File: src/rtl/uart_rx_if.sv
// CPU-facing bundle of the UART receiver: serial line in, acknowledge in,
// status/data word out.
interface uart_rx_if;
   logic        rx;
   logic        clear;
   logic [15:0] out;

   modport master (output rx, output clear, input out);
   modport slave  (input rx, input clear, output out);
endinterface

File: src/rtl/uart_rx.sv
// 8N1 serial receiver: mid-bit sampling of a synchronized RX line, received
// byte held in a {empty, ferr, ovr, 5'b0, data} word until the CPU clears it.
//
// state | meaning
// IDLE  | line idle, waiting for rx_s low (only once armed after reset)
// START | counting to mid start bit, rejects short glitches
// DATA  | sampling 8 data bits LSB first, one per bit period
// STOP  | sampling stop bit mid-bit, commit byte or flag framing error
module uart_rx #(
   parameter int CLKS_PER_BIT = 217
) (
   input  logic     clk,
   input  logic     reset,
   uart_rx_if.slave bus
);

   localparam logic [7:0] LAST = 8'(CLKS_PER_BIT - 1);
   localparam logic [7:0] HALF = 8'((CLKS_PER_BIT - 1) / 2);

   typedef enum logic [1:0] {IDLE, START, DATA, STOP} state_t;

   state_t     state, state_nxt;
   logic [7:0] clk_cnt, clk_cnt_nxt;
   logic [2:0] bit_cnt, bit_cnt_nxt;
   logic [7:0] shift, shift_nxt;
   logic       frame_ok, frame_bad;

   logic [1:0] sync;
   logic [1:0] flush;
   logic       armed;
   logic       rx_s;

   logic       empty, ferr, ovr;
   logic [7:0] data;

   assign rx_s    = sync[1];
   assign bus.out = {empty, ferr, ovr, 5'b0, data};

   always_ff @(posedge clk or posedge reset) begin
      if (reset) begin
         sync <= 2'b11;
      end else begin
         sync <= {sync[0], bus.rx};
      end
   end

   // The synchronizer resets to 1, so a real high on the line is only trusted
   // once both stages hold pin samples; a frame caught mid-flight by reset is
   // thereby ignored until the line goes high and falls again.
   always_ff @(posedge clk or posedge reset) begin
      if (reset) begin
         flush <= 2'b00;
         armed <= 1'b0;
      end else begin
         flush <= {flush[0], 1'b1};
         if (flush[1] && rx_s) begin
            armed <= 1'b1;
         end
      end
   end

   always_ff @(posedge clk or posedge reset) begin
      if (reset) begin
         state   <= IDLE;
         clk_cnt <= 8'd0;
         bit_cnt <= 3'd0;
         shift   <= 8'd0;
      end else begin
         state   <= state_nxt;
         clk_cnt <= clk_cnt_nxt;
         bit_cnt <= bit_cnt_nxt;
         shift   <= shift_nxt;
      end
   end

   always_comb begin
      state_nxt   = state;
      clk_cnt_nxt = clk_cnt;
      bit_cnt_nxt = bit_cnt;
      shift_nxt   = shift;
      frame_ok    = 1'b0;
      frame_bad   = 1'b0;
      case (state)
         IDLE: begin
            clk_cnt_nxt = 8'd0;
            bit_cnt_nxt = 3'd0;
            if (armed && !rx_s) begin
               state_nxt = START;
            end
         end
         START: begin
            if (clk_cnt == HALF) begin
               clk_cnt_nxt = 8'd0;
               bit_cnt_nxt = 3'd0;
               state_nxt   = rx_s ? IDLE : DATA;
            end else begin
               clk_cnt_nxt = clk_cnt + 8'd1;
            end
         end
         DATA: begin
            if (clk_cnt == LAST) begin
               clk_cnt_nxt = 8'd0;
               shift_nxt   = {rx_s, shift[7:1]};
               if (bit_cnt == 3'd7) begin
                  state_nxt = STOP;
               end else begin
                  bit_cnt_nxt = bit_cnt + 3'd1;
               end
            end else begin
               clk_cnt_nxt = clk_cnt + 8'd1;
            end
         end
         STOP: begin
            if (clk_cnt == LAST) begin
               clk_cnt_nxt = 8'd0;
               state_nxt   = IDLE;
               frame_ok    = rx_s;
               frame_bad   = !rx_s;
            end else begin
               clk_cnt_nxt = clk_cnt + 8'd1;
            end
         end
         default: begin
            state_nxt = IDLE;
         end
      endcase
   end

   // Later assignments win: a completing frame overrides a same-cycle clear
   // for empty/data, but only flags overrun if the CPU is not acknowledging.
   always_ff @(posedge clk or posedge reset) begin
      if (reset) begin
         empty <= 1'b1;
         ferr  <= 1'b0;
         ovr   <= 1'b0;
         data  <= 8'd0;
      end else begin
         if (bus.clear) begin
            empty <= 1'b1;
            ferr  <= 1'b0;
            ovr   <= 1'b0;
         end
         if (frame_ok) begin
            data  <= shift;
            empty <= 1'b0;
            if (!empty && !bus.clear) begin
               ovr <= 1'b1;
            end
         end
         if (frame_bad) begin
            ferr <= 1'b1;
         end
      end
   end

endmodule

File: src/flat_wrapper.sv
// flat-port wrapper written by rule: the top's interface ports become plain ports
module uart_rx_flat 
#(
   parameter int CLKS_PER_BIT = 217
)
  (clk, reset, bus_rx, bus_clear, bus_out);
  uart_rx_if bus_i ();
  input  logic clk;
  input  logic reset;
  input wire logic [$bits(bus_i.rx)-1:0] bus_rx;
  input wire logic [$bits(bus_i.clear)-1:0] bus_clear;
  output wire logic [$bits(bus_i.out)-1:0] bus_out;
  assign bus_i.rx = bus_rx;
  assign bus_i.clear = bus_clear;
  assign bus_out = bus_i.out;
  uart_rx #(.CLKS_PER_BIT(CLKS_PER_BIT)) u_core (.clk(clk), .reset(reset), .bus(bus_i));
endmodule
File: config.mk
export PLATFORM = sky130hd
export DESIGN_NAME = uart_rx_flat
export DESIGN_NICKNAME = d
export VERILOG_FILES = /design/src/rtl/uart_rx_if.sv /design/src/rtl/uart_rx.sv /design/src/flat_wrapper.sv
export SDC_FILE = /design/constraint.sdc
export NUM_CORES = 1
export LEC_CHECK = 0
export BUFFER_PORTS_ARGS = -buffer_cell sky130_fd_sc_hd__buf_2
export CAP_MARGIN = 40
export CORE_MARGIN = 8
export CORE_UTILIZATION = 47
export DETAILED_ROUTE_END_ITERATION = 12
export PLACE_DENSITY_LB_ADDON = 0.15
export SLEW_MARGIN = 25
export SYNTH_ARGS = -nofsm -noshare
export SYNTH_HDL_FRONTEND = slang
export SYNTH_SLANG_ARGS = --single-unit
export TNS_END_PERCENT = 100
File: constraint.sdc
create_clock -name clk -period 2 [get_ports clk]
set_input_delay 0.4 -clock clk [delete_from_list [all_inputs] [get_ports clk]]
set_output_delay 0.4 -clock clk [all_outputs]
set_load 0.01 [all_outputs]
# Word-level counts from Yosys, hierarchy flattened
# Index checks and enable logic that the tools add are counted.
[word_totals]
ff_bits = 37
inputBits = 4
word_cells = 64
[op_classes]
add_sub_neg = 2
eq_ne = 12
n_mux = 25
reduce_logical = 14
[op_table]
columns = ["operator", "count"]
rows = [
  ["8-bit case mux with 3 select lines", 1],
  ["8-bit 2-to-1 mux", 2],
  ["2-bit 2-to-1 mux", 6],
  ["1-bit 2-to-1 mux", 11],
  ["2-bit by 1-bit inequality test with 1-bit output, second input constant", 5],
  ["3-bit 2-to-1 mux", 3],
  ["3-bit case mux with 3 select lines", 1],
  ["8-bit by 1-bit adder with 8-bit output, second input constant", 1],
  ["8-bit by 7-bit == test with 1-bit output, second input constant", 1],
  ["8-bit == test, second input constant", 1],
  ["2-bit case mux with 4 select lines", 1],
  ["5-bit AND reduction", 1],
  ["2-bit == test, second input constant", 2],
  ["4-bit AND reduction", 1],
  ["2-bit nonzero test", 2],
  ["3-bit by 1-bit adder with 3-bit output, second input constant", 1],
  ["3-bit == test, second input constant", 1],
  ["1-bit logical AND", 3],
  ["1-bit logical NOT", 3],
  ["3-bit nonzero test", 1],
  ["2-bit by 1-bit == test with 1-bit output, second input constant", 1],
  ["2-bit logical NOT", 1],
  ["2-bit inequality test, second input constant", 1],
  ["2-bit AND reduction", 1],
  ["2-bit OR reduction", 1],
]

# Longest topological paths before layout
# Gate-level depths: netlist of the first run.
[logic_depth]
word_depth = 4
mapped_depth = 5
mapped_depth_nobuf = 5

# Least setup slack after synthesis of the first run
# Ideal clock, no wire load.
[synth_path]
path_type = "register to register"
from = "register u_core.clk_cnt[0]"
to = "register u_core.data[0]"
setup_ps = 125
arrival_ps = 1585
t_required_ps = 1875
slack_ps = 291
path_stages_with_launch = 6
synth_period_minus_slack_ps = 1709
path_cell_list = "dfrtp_1 inv_1 ha_1 nand3b_2 nor3_4 mux2_2"
[synth_via]
elab_chain_len = 3
[synth_rtl]
columns = ["element", "line", "source"]
rows = [
  ["from (decl)", "uart_rx.sv:23", "logic [7:0] clk_cnt, clk_cnt_nxt;"],
  ["from (signal assigned)", "uart_rx.sv:70", "clk_cnt <= clk_cnt_nxt;"],
  ["8-bit == test", "uart_rx.sv:114", "if (clk_cnt == LAST) begin"],
  ["1-bit 2-to-1 mux", "uart_rx.sv:114", ""],
  ["1-bit 2-to-1 mux", "uart_rx.sv:83", "case (state)"],
  ["to (signal assigned)", "uart_rx.sv:144", "data <= shift;"],
  ["to (decl)", "uart_rx.sv:34", "logic [7:0] data;"],
]
# Every way passes these cells.
# A chain may end at the register's enable or synchronous reset.

# Final worst setup path of the first run
[layout_path]
from = "register u_core.bit_cnt[0]"
to = "register u_core.bit_cnt[0]"
[layout_via]
elab_chain_len = 4
word_cells_on_any_way = 7
classes_between = "add/sub: 1; eq/ne: 2; mux: 3; reduce/logical: 1"
[layout_rtl]
columns = ["element", "line", "source"]
rows = [
  ["from (decl)", "uart_rx.sv:24", "logic [2:0] bit_cnt, bit_cnt_nxt;"],
  ["from (signal assigned)", "uart_rx.sv:71", "bit_cnt <= bit_cnt_nxt;"],
  ["3-bit by 1-bit adder with 3-bit output", "uart_rx.sv:107", "bit_cnt_nxt = bit_cnt + 3'd1;"],
  ["3-bit 2-to-1 mux", "uart_rx.sv:104", "if (bit_cnt == 3'd7) begin"],
  ["3-bit 2-to-1 mux", "uart_rx.sv:101", "if (clk_cnt == LAST) begin"],
  ["3-bit case mux with 3 select lines", "uart_rx.sv:83", ""],
]
# Several ways; a longest one is shown, not always the timed one. The select of a mux whose other input is x is not followed.

==> results of run 1 <==
## registers in the layout, indices dropped and copies added, names as in the netlist, named ones only
| register | count |
|---|---|
| u_core.clk_cnt | 8 |
| u_core.data | 8 |
| u_core.shift | 8 |
| u_core.bit_cnt | 3 |
| u_core.flush | 2 |
| u_core.sync | 2 |
| u_core.armed | 1 |
| u_core.empty | 1 |
| u_core.ferr | 1 |
| u_core.ovr | 1 |
| u_core.state | 1 |
## synthesized netlist by cell type, types with 3 or more instances
library cell and number:
dfstp_2 3, dfrtp_1 34, inv_1 7, ha_1 4, and2_1 3, or3_1 3
a22oi_1 3, nand3_1 5, nand2_1 3, mux2_2 16, a21oi_1 4, o21ai_0 3
nor4_1 4, buf_4 8, a221o_1 3
## power by group through the flow
stage	clock network, mW	registers, mW	logic (mW)
6_report	0.508	0.891	0.204
5_1_grt	0.558	0.904	0.241
4_1_cts	0.525	0.889	0.206
3_5_place_dp	0	0.903	0.206
3_3_place_gp	0	0.899	0.199
2_1_floorplan	0	0.884	0.168
## metrics by stage
step	hold slack, ns	setup WS, ns	total power, mW	instance area [sq um]
detailed placement	0.3411	0.09046	1.109	1804
global route	0.1276	0.009575	1.703	1881
CTS	0.1402	0.08348	1.620	1881
global placement	0.3332	0.1320	1.098	1804
floorplan	0.3312	0.2908	1.052	1719
finish	0.1357	0.1281	1.603	1881
## cell type report
cell class	instances	area share, %
Tap cell	48	3.194
Clock inverter	2	1.863
Sequential cell	37	49.43
Clock buffer	6	2.196
Inverter	7	1.397
Multi-Input combinational cell	85	36.59
Timing Repair Buffer	18	5.323
## worst max path at each step
stage                      startpoint           endpoint  slack [ns]  depth (start not counted)
floorplan           u_core.clk_cnt[0]     u_core.data[0]        0.29                          5
CTS                 u_core.clk_cnt[0]     u_core.data[4]        0.08                          5
detailed placement  u_core.clk_cnt[0]     u_core.data[4]        0.09                          5
global route        u_core.clk_cnt[0]     u_core.data[4]        0.01                          5
finish              u_core.bit_cnt[0]  u_core.bit_cnt[0]        0.13                          5
global placement    u_core.clk_cnt[0]     u_core.data[7]        0.13                          5
## per-layer routing
| metal | part of all wire (%) | up-vias | GRT usage (%) | wire (microns) |
|---|---|---|---|---|
| li1 | - | 516 | - | - |
| met1 | 47 | 527 | 14.14 | 1369 |
| met2 | 45 | 26 | 16.11 | 1318 |
| met3 | 6.4 | 4 | 4.717 | 187 |
| met4 | 1.6 | 0 | 4.038 | 48 |
| met5 | 0 | - | 0 | 0 |
## worst max-delay path: cells and delay by family (launching register included)
kind	cells	cell delay, ns
AOI/OAI and AO/OA	1	0.31
DFF	1	0.43
and+or+nand+nor	2	0.60
adders and majority gates	2	0.43
## layout by cell type, fill, tap and decap left out, drive strengths merged, types with 2 or more instances in the layout
cell type / n
a21o: 2
a21oi: 4
a221o: 3
a22oi: 3
and2: 3
buf: 18
clkbuf: 6
conb: 6
dfrtp: 34
dfstp: 3
ha: 4
inv: 7
mux2: 16
nand2: 3
nand3: 5
nand4: 2
nand4bb: 2
nor2: 2
nor3: 2
nor4: 4
o21ai: 5
or3: 3
xor2: 2
## cells by family after synthesis
| family | count (synthesis) | synth area share, % |
|---|---|---|
| other cells | 2 | 0.4407 |
| fa+ha+maj | 4 | 2.937 |
| buf+inv | 17 | 5.947 |
| xor+xnor | 3 | 1.542 |
| mux | 16 | 10.57 |
| compound gates | 22 | 9.104 |
| simple gates | 34 | 14.90 |
| flops | 37 | 54.55 |
==> results.json, run 1 <==
{
  "vdd_drop_max_mv": 0.4759,
  "drtIter0Drc": 57,
  "ys.flop_type": "dfrtp_1",
  "period_needed_ns": 1.872,
  "setup_violations": 0,
  "switchingPower_mw": 0.4364,
  "synth_edf_count": 0,
  "cp_common_cell": "ha_1",
  "seq_power_share_pct": 55.6,
  "async_flop_share_pct": 100.0,
  "p_leak_nw": 0.9524,
  "wire_per_inst_microns": 14.40,
  "path_cells": "ha_1 > ha_1 > nand4bb_1 > or2_2 > a221o_1",
  "report.final.slew_viol_count": 0,
  "internal-power_mw": 1.167,
  "clock_latency_ns": 0.34,
  "via_count": 1073,
  "powerDensity_nw_per_um2": 852.4,
  "rsz0062_at_grt": "no",
  "worst-r2r-setup-slack_ns": 0.13,
  "critical_path_class": "reg -> reg",
  "period_share_pct": 93.60,
  "synth_cell_types": 39,
  "gp_congestion": 0.7718,
  "maxCapViolations": 0,
  "drc": 0,
  "post-place-cells": 195,
  "cts_root_buf": "clkbuf_4",
  "nets": 162,
  "r2r-start": "u_core.bit_cnt[0]",
  "ff2ff_path_depth": 5,
  "finalWirelength_mm": 2.923,
  "cp_slowest_cell": "dfrtp_1",
  "max_stage_delay_ns": 0.43,
  "setup_tns_ns": 0,
  "grtUsageTotal_pct": 11.04,
  "hold_violations": 0,
  "die_y_microns": 76.22,
  "area_growth_pct": 10.35,
  "clk_path_buf_depth": 2,
  "worstSetupEndpointType": "flip-flop",
  "antenna_found_initial": 0,
  "ios": 20,
  "vias_per_cell": 5.286,
  "yosysWarnings": 0,
  "syn-instance-count": 135,
  "clkPwrFrac_pct": 31.7,
  "hp-class": "in -> async",
  "hpwl_mm": 2.099,
  "cts_tree": "done",
  "power_frac_comb_pct": 12.7,
  "synth_seq_area_share_pct": 54.55,
  "start_util_pct": 47.62,
  "utilization_pct": 52.55,
  "grt_max_degree": 38,
  "cts_sinks": 37,
  "worstPathMaxFanout": 4,
  "core_area_sq_um": 3578,
  "rows": 22,
  "outcome": "finished, final reports clean",
  "synthDominantCellAreaShare_pct": 49.93,
  "grt_pass1_vias": 1033,
  "nFillCells": 333,
  "multi_input_area_sq_um": 688.2,
  "synth_top_cell_by_area": "dfrtp_1",
  "htree_levels": 2,
  "avgSynthCellArea_sq_um": 12.62,
  "drive_gt1_share_pct": 32.26,
  "cts.repair.resized": 0,
  "ant_nets": 0,
  "clk_pin_slew_worst_paths_ns": 0.12,
  "ys_top_cells_by_area": "dfrtp_1 50%, mux2_2 11%, dfstp_2 4.6%, buf_4 3.5%, ha_1 2.9%",
  "r2r_end": "u_core.bit_cnt[0]",
  "synth_area_sq_um": 1704,
  "swShare_pct": 27.22,
  "cp-start-kind": "flip-flop",
  "die_x_microns": 76.22,
  "grt_pass1_wl_mm": 5.237,
  "clock_skew_ns": 0.01357,
  "required_ns": 2.23,
  "synth_seq_cells": 37,
  "cts_post_setup_buffers_inserted": 0,
  "worstPathArrival_ns": 2.11,
  "dieArea_sq_um": 5809,
  "seq_area_sq_um": 929.6,
  "finalNonFillerCells": 203,
  "fmax_mhz": 534.2,
  "drt_pass1_iterations": 4,
  "port_buffers": 14,
  "numCtsBuffers": 5,
  "hold_buffers": 0,
  "num_antenna_cells": 0,
  "grt_remaining_overflow": 0
}
(Power assumes the default switching activity.)
==> inputs of run 2 (changes only) <==
--- a/config.mk
+++ b/config.mk
@@ -11,6 +11,7 @@
 export CORE_UTILIZATION = 47
 export DETAILED_ROUTE_END_ITERATION = 12
 export PLACE_DENSITY_LB_ADDON = 0.15
+export SETUP_SLACK_MARGIN = 0.15
 export SLEW_MARGIN = 25
 export SYNTH_ARGS = -nofsm -noshare
 export SYNTH_HDL_FRONTEND = slang
==> constraint.sdc (replaced) <==
create_clock -name clk -period 2 [get_ports clk]
set_input_delay 0.2 -clock clk [delete_from_list [all_inputs] [get_ports clk]]
set_output_delay 0.2 -clock clk [all_outputs]
set_load 0.01 [all_outputs]
==> results.json, run 2 (synthesis gave the netlist of run 1 again) <==
{
  "htree_levels": 2,
  "powerDensity_nw_per_um2": 828.0,
  "clock_skew_ns": 0.01362,
  "clk_pin_slew_worst_paths_ns": 0.12,
  "period_share_pct": 88.26,
  "vdd_drop_max_mv": 0.5261,
  "p_leak_nw": 1.024,
  "hold_violations": 0,
  "num_antenna_cells": 0,
  "cp-startpoint": "u_core.clk_cnt[0]",
  "ios": 20,
  "setup_tns_ns": 0,
  "drive_gt1_share_pct": 36.59,
  "worstPathArrival_ns": 1.99,
  "die_x_microns": 76.22,
  "dieArea_sq_um": 5809,
  "grtUsageTotal_pct": 11.29,
  "required_ns": 2.23,
  "cts_sinks": 37,
  "grt_pass1_wl_mm": 5.347,
  "hpwl_mm": 2.099,
  "vias_per_cell": 5.184,
  "wire_per_inst_microns": 14.42,
  "numCtsBuffers": 5,
  "final_cell_mix": "33 x dfrtp_1, 16 x mux2_2, 14 x buf_2",
  "start_util_pct": 47.62,
  "grt_max_degree": 38,
  "fmax_mhz": 566.5,
  "period_needed_ns": 1.765,
  "hold_slack_ns": 0.1209,
  "drt_pass1_iterations": 4,
  "hp-start": "bus_clear",
  "core_area_sq_um": 3578,
  "rows": 22,
  "gp_congestion": 0.7718,
  "critical_path_class": "reg -> reg",
  "worst-r2r-setup-slack_ns": 0.23,
  "cts_root_buf": "clkbuf_4",
  "r2r_end": "u_core.shift[4]",
  "maxCapViolations": 0,
  "worstPathMaxFanout": 7,
  "clk_path_buf_depth": 2,
  "drc": 0,
  "grt_remaining_overflow": 0,
  "die_y_microns": 76.22,
  "finalWirelength_mm": 3.056,
  "layout_commonest_cell": "dfrtp_1",
  "ant_nets": 0,
  "setup_violations": 0,
  "r2r-start": "u_core.clk_cnt[0]",
  "worstSetupEndpointType": "flip-flop",
  "report.final.slew_viol_count": 0,
  "clock_latency_ns": 0.34,
  "nets": 171,
  "cts_tree": "done",
  "area_growth_pct": 16.45,
  "grt_pass1_vias": 1067,
  "cp-start-kind": "flip-flop",
  "nFillCells": 322,
  "drtIter0Drc": 60,
  "rsz0062_at_grt": "no",
  "ff2ff_path_depth": 6,
  "place_ws_ns": 0.09046,
  "setup_ws_ns": 0.2349,
  "antenna_found_initial": 0,
  "outcome": "finished, final reports clean",
  "whs_endpoint": "u_core.empty",
  "via_count": 1099,
  "port_buffers": 14,
  "top_regs": "u_core.clk_cnt x8, u_core.data x8, u_core.shift x8",
  "hold_depth": 3,
  "hp-class": "in -> reg"
}
[run 2: metal layers]
layer / GRT usage [%] / vias to the layer above / wire, microns
li1: - / 533 / -
met1: 14.21 / 541 / 1410
met2: 16.71 / 21 / 1436
met3: 4.717 / 4 / 161
met4: 4.423 / 0 / 48
met5: 0 / - / 0
[run 2: worst max-delay path by stage]
stage	cells past startpoint	end
after floorplan	5	u_core.data[0]
after CTS	5	u_core.bit_cnt[0]
after global routing	6	u_core.shift[0]
final	6	u_core.shift[4]
after detailed placement	5	u_core.data[4]
after global placement	5	u_core.data[7]
[run 2: metrics by stage]
stage / std cells / instance area [sq um] / utilization, % / total power, mW
floorplan: 139 / 1719 / - / 1.052
global placement: 195 / 1804 / 50.42 / 1.098
detailed placement: 195 / 1804 / 50.42 / 1.109
CTS: 209 / 1931 / 53.95 / 1.623
global route: 212 / 1984 / 55.45 / 1.746
finish: 212 / 1984 / 55.45 / 1.643
[run 2: area by class of cell]
type                            instances  area [sq um]  area share [%]
Sequential cell                        37         930.9           46.91
Multi-Input combinational cell         85         718.2           36.19
Clock inverter                          2         35.03           1.765
Tap cell                               48         60.06           3.026
Clock buffer                            6         41.29           2.081
Inverter                                7         26.28           1.324
Timing Repair Buffer                   27         172.7           8.701
[run 2: worst max-delay path, cell delays in order, from the launching register on]
cell and delay [ns]:
dfrtp_2 0.45, inv_1 0.07, ha_2 0.24, nand3b_4 0.15
nor3_4 0.24, buf_4 0.18, mux2_2 0.33
[run 2: power by group]
part	leakage, nW	internal (mW)	total, mW	switching, mW
registers	0.484	0.808	0.886	0.0784
logic	0.498	0.123	0.250	0.127
clock network	0.0422	0.262	0.506	0.244
total	1.02	1.19	1.64	0.449
[run 2: timing repair]
action | 4_1_cts | 5_1_grt
gates resized for setup | 0 | 5
pin swaps | 2 | 0
setup buffers | 4 | 3
endpoints found under the setup margin | 16 | 11
hold buffers | 2 | 0
endpoints found under the hold margin | 35 | 0
